## src/rtl/logic_gate_pkg.sv

```systemverilog
// Shared constants for the handshaked six-gate logic unit: gate indices, delivery
// modes and FSM state encodings.
package logic_gate_pkg;

    localparam int NUM_GATES = 6;

    localparam logic [2:0] OP_AND  = 3'd0;
    localparam logic [2:0] OP_OR   = 3'd1;
    localparam logic [2:0] OP_NAND = 3'd2;
    localparam logic [2:0] OP_NOR  = 3'd3;
    localparam logic [2:0] OP_XOR  = 3'd4;
    localparam logic [2:0] OP_XNOR = 3'd5;

    localparam logic MODE_PAR   = 1'b0;
    localparam logic MODE_SWEEP = 1'b1;

    localparam logic [0:0] ST_IDLE = 1'b0;
    localparam logic [0:0] ST_BUSY = 1'b1;

endpackage

```

## src/rtl/gate_lanes.sv

```systemverilog
// Combinational bitwise evaluation of all six gates, packed so that slice k
// holds gate k (the legacy door bus order when WIDTH is 1).
module gate_lanes
    import logic_gate_pkg::*;
#(
    parameter int WIDTH = 1
) (
    input  logic [WIDTH-1:0]           a,
    input  logic [WIDTH-1:0]           b,
    output logic [NUM_GATES*WIDTH-1:0] lanes
);

    always_comb begin
        lanes = '0;
        lanes[int'(OP_AND)*WIDTH  +: WIDTH] = a & b;
        lanes[int'(OP_OR)*WIDTH   +: WIDTH] = a | b;
        lanes[int'(OP_NAND)*WIDTH +: WIDTH] = ~(a & b);
        lanes[int'(OP_NOR)*WIDTH  +: WIDTH] = ~(a | b);
        lanes[int'(OP_XOR)*WIDTH  +: WIDTH] = a ^ b;
        lanes[int'(OP_XNOR)*WIDTH +: WIDTH] = ~(a ^ b);
    end

endmodule

```

## src/rtl/logic_gate_unit.sv

```systemverilog
// Registers all six gate results of an accepted operand pair and delivers them as
// one packed beat (parallel) or six single-gate beats (sweep), valid/ready on both sides.
module logic_gate_unit
    import logic_gate_pkg::*;
#(
    parameter int WIDTH = 1
) (
    input  logic                       clk,
    input  logic                       rst,
    input  logic                       in_valid,
    output logic                       in_ready,
    input  logic [WIDTH-1:0]           a,
    input  logic [WIDTH-1:0]           b,
    input  logic                       mode,
    output logic                       out_valid,
    input  logic                       out_ready,
    output logic [2:0]                 op,
    output logic [WIDTH-1:0]           y,
    output logic                       last,
    output logic [NUM_GATES*WIDTH-1:0] cout
);

    // Handshake: a transfer happens on a rising edge where valid && ready; a source
    // holds its data until then, and a held output beat stays stable while stalled.
    logic [0:0]                 state;
    logic [2:0]                 op_q;
    logic                       mode_q;
    logic [NUM_GATES*WIDTH-1:0] cout_q;
    logic [NUM_GATES*WIDTH-1:0] lanes;
    logic                       busy;
    logic                       fire_in;
    logic                       fire_out;

    gate_lanes #(.WIDTH(WIDTH)) u_lanes (
        .a     (a),
        .b     (b),
        .lanes (lanes)
    );

    assign busy      = (state == ST_BUSY);
    assign out_valid = busy;
    assign last      = busy && ((mode_q == MODE_PAR) || (op_q == OP_XNOR));
    // Accepting while the final beat drains keeps pairs back-to-back.
    assign in_ready  = !busy || (last && out_ready);
    assign fire_in   = in_valid && in_ready;
    assign fire_out  = out_valid && out_ready;

    always_ff @(posedge clk or posedge rst) begin
        if (rst) begin
            state  <= ST_IDLE;
            op_q   <= OP_AND;
            mode_q <= MODE_PAR;
            cout_q <= '0;
        end else if (fire_in) begin
            state  <= ST_BUSY;
            op_q   <= OP_AND;
            mode_q <= mode;
            cout_q <= lanes;
        end else if (fire_out) begin
            if (last) begin
                state <= ST_IDLE;
            end else begin
                op_q <= op_q + 3'd1;
            end
        end
    end

    always_comb begin
        y = '0;
        for (int k = 0; k < NUM_GATES; k++) begin
            if (op_q == 3'(k)) begin
                y = cout_q[k*WIDTH +: WIDTH];
            end
        end
    end

    assign op   = op_q;
    assign cout = cout_q;

endmodule

```

## config.mk

```make
export PLATFORM = sky130hd
export DESIGN_NAME = logic_gate_unit
export DESIGN_NICKNAME = d
export VERILOG_FILES = /design/src/rtl/logic_gate_pkg.sv /design/src/rtl/gate_lanes.sv /design/src/rtl/logic_gate_unit.sv
export SDC_FILE = /design/constraint.sdc
export NUM_CORES = 1
export LEC_CHECK = 0
export ABC_AREA = 1
export BUFFER_PORTS_ARGS = -buffer_cell sky130_fd_sc_hd__buf_4
export CAP_MARGIN = 0
export CORE_MARGIN = 2
export CORE_UTILIZATION = 44
export DETAILED_ROUTE_END_ITERATION = 10
export PLACE_DENSITY = 0.75
export SYNTH_ARGS = -nofsm -noshare
export SYNTH_HDL_FRONTEND = slang
export SYNTH_SLANG_ARGS = --single-unit
```

## constraint.sdc

```tcl
create_clock -name clk -period 1.3 [get_ports clk]
set_input_delay 0.065 -clock clk [delete_from_list [all_inputs] [get_ports clk]]
set_output_delay 0.065 -clock clk [all_outputs]
set_load 0.005 [all_outputs]
```

==> summary.txt <==
Status
  • Status: complete, but fails checks
  • Failing checks: hold timing, setup timing

Pwr
  • Power per Cell Area: 2033 nW/µm²
  • Peak supply drop: 0.9664 mV
  • Pwr Total: 1.979 mW
  • Pleak: 0.5475 nW

Setup path
  • Critical path's top delay family: flip-flops
  • Reg2reg setup slack: -0.14 ns
  • Worst Path Buf+Inv: 2
  • Slowest cell on crit path: dfrtp_1
  • Worst flop-to-flop path startpoint: op[1]
  • Critical path, cell by cell: buf_4, ha_2, a21oi_1, nand2_1, nand2_1, nand2_1, nand2_1, nand2_1, buf_4
  • Worst stage delay on the critical path: 0.41 ns
  • Worst EP arrival: 1.54 ns
  • CP dominant cell by count: nand2_1
  • Setup crit end kind: primary output
  • Req. time, crit path: 1.24 ns
  • Worst setup path start: op[1]
  • CP max FO: 3
  • Startpoint Class: flip-flop
  • Critical path class: flip-flop to primary output

Clock network
  • H-tree levels: 1
  • Clk slew on worst S/H paths: 0.07 ns
  • CTS max path bufs: 2
  • Root buf cell: clkbuf_4
  • CTS Buf Count: 3
  • Clock sink count: 11
  • Worst-Skew Late Latency: 0.27 ns
  • CTS tree: built

Synthesis
  • Post-synth EDFFs: 0
  • Mapped Nets: 103
  • Flops & latches, synth: 11
  • Post-synthesis sequential area ratio: 39.50%
  • Post-synthesis async set-or-reset flop share: 100.0%
  • Avg Cell Area, Syn: 7.831 µm²
  • Cells after synthesis: 89
  • Synth Warn #: 0
  • Distinct cells, synth: 15
  • Ys flop type: dfrtp_1
  • Area of the mapped netlist: 696.9 µm²

Die
  • Total Die Area: 1918 µm²
  • Die Y: 43.80 µm
  • I/O Pins: 20
  • Initial Util: 46.81%
  • Rows: 14
  • Core area: 1489 µm²
  • Die W: 43.80 µm

STA
  • Setup Skew: 0.001163 ns
  • Max-slew violations: 0
  • Final Worst Setup Slack: -0.3028 ns
  • Max_slew headroom: 72.52%
  • Max Clock Freq: 623.9 MHz
  • Final period utilization: 123.3%
  • Final setup fails: 13
  • Hold WS: -0.007362 ns
  • Worst Tran Pin Value: 0.4117 ns
  • Final Hold Violating Endpoints: 1
  • Unrepaired setup endpoints after global routing: yes
  • Crit path time final: 1.603 ns

Worst hold path
  • Hold_sp: mode
  • Worst min-delay path class: input pin to flip-flop

Global route
  • Pin count of the biggest net entering global routing: 12
  • First-pass GRT wire length: 2532 µm
  • Total track usage: 18.69%
  • Number of global-route vias before repair: 575
  • Grt ovf: 0
  • Initial antenna violation count: 0

Routing
  • Vias: 655
  • Post-detailed-route wirelength per cell: 11.08 µm
  • WL final: 1496 µm
  • Detailed Routing Iterations Pass 1: 4
  • Drc violations: 0
  • DRT antenna net count: 0
  • Vias/cell: 4.852
  • DR iter-0 viols: 7

Layout
  • Diode count: 0
  • P&R area growth vs syn: 39.68%
  • Finished Layout Cells: 135
  • Share of cells above drive strength 1: 34.45%
  • Nets: 134
  • Fin area: 973.4 µm²

Placed design
  • GPL Wtd Cong: 0.7617
  • Post-DP Area: 897.1 µm²
  • Setup WS pre-CTS: -0.05593 ns
  • Total placed cells including tap cells: 129
  • Port bufs: 19
  • DP HPWL: 1110 µm

Run
  • Max Cap Viol: 0
## state kept, by name (all words and copies together), names as in the netlist
name       cells
mode_q         1
op             3
cout           6
out_valid      1
## final timing paths
| kind | endpoint | depth (start not counted) |
|---|---|---|
| setup / recovery | y | 9 |
| hold / removal | mode_q | 3 |
| setup reg to reg | op[0] | 9 |
| hold reg to reg | cout[0] | 2 |
| max in group asynchronous | cout[4] | 3 |
| min in group asynchronous | out_valid | 3 |
## where the power goes
part           internal, mW  total (mW)  leakage [nW]  switching (mW)
clock network         0.119       0.237        0.0150           0.118
registers             0.488       0.620         0.136           0.133
logic                 0.575        1.12         0.396           0.546
## cell type report
class | instances | area, µm²
clock buffers | 4 | 26.28
fillers | 132 | 515.5
inverters | 22 | 82.58
multi-input cells | 56 | 371.6
flip-flops and latches | 11 | 275.3
well taps | 16 | 20.02
repair buffers | 26 | 197.7
## worst reg2reg max path: cells and delay by family, from the launching register on
family,cells,cell delay [ns]
AOI/OAI and AO/OA,1,0.07
adders and majority gates,1,0.22
buffers and inverters,3,0.29
DFF,1,0.39
and+or+nand+nor,4,0.35
## timing repair
item,in CTS,in global routing
endpoints found under the setup margin,12,14
gates cloned,0,0
pin swaps,4,3
endpoints found under the hold margin,11,0
hold buffers,1,0
resized for setup,8,3
buffers inserted,1,0
## layer usage
metal	vias up	track usage [%]	routed length [µm]
li1	334	-	-
met1	301	22.57	621
met2	15	28.24	763
met3	5	4.167	68
met4	0	15.15	42
met5	-	0	0
## synthesized netlist by cell type, types with 2 or more instances
master | instances | share of area [%]
ha_1 | 7 | 13
nor2_1 | 3 | 1.6
nand3_1 | 2 | 1.4
a21oi_1 | 2 | 1.4
o21ai_0 | 10 | 7.2
inv_1 | 22 | 12
dfrtp_1 | 11 | 39
nand2_1 | 24 | 13
nand2_2 | 2 | 1.8
## cell families after synthesis
group / synth area share [%]
simple gates: 24.78
buf+inv: 11.85
compound gates: 11.31
flops: 39.50
fa+ha+maj: 12.57
## metrics by stage
step / setup TNS (ns) / utilization (%)
4_1_cts: -1.403 / 64.62
3_3_place_gp: -0.05657 / 60.25
2_1_floorplan: 0 / -
3_5_place_dp: -0.3812 / 60.25
5_1_grt: -3.025 / 65.38
6_report: -1.611 / 65.38
## placed cells by master (no fill, tap or decap), types with 2 or more instances in the layout
cell / count
a21oi_1: 2
buf_4: 25
clkbuf_4: 3
dfrtp_1: 11
ha_1: 3
ha_2: 4
inv_1: 21
nand2_1: 23
nand2_2: 3
nand3_1: 2
nor2_1: 2
o21ai_0: 10
No activity file was read; power rests on OpenSTA's default activity.
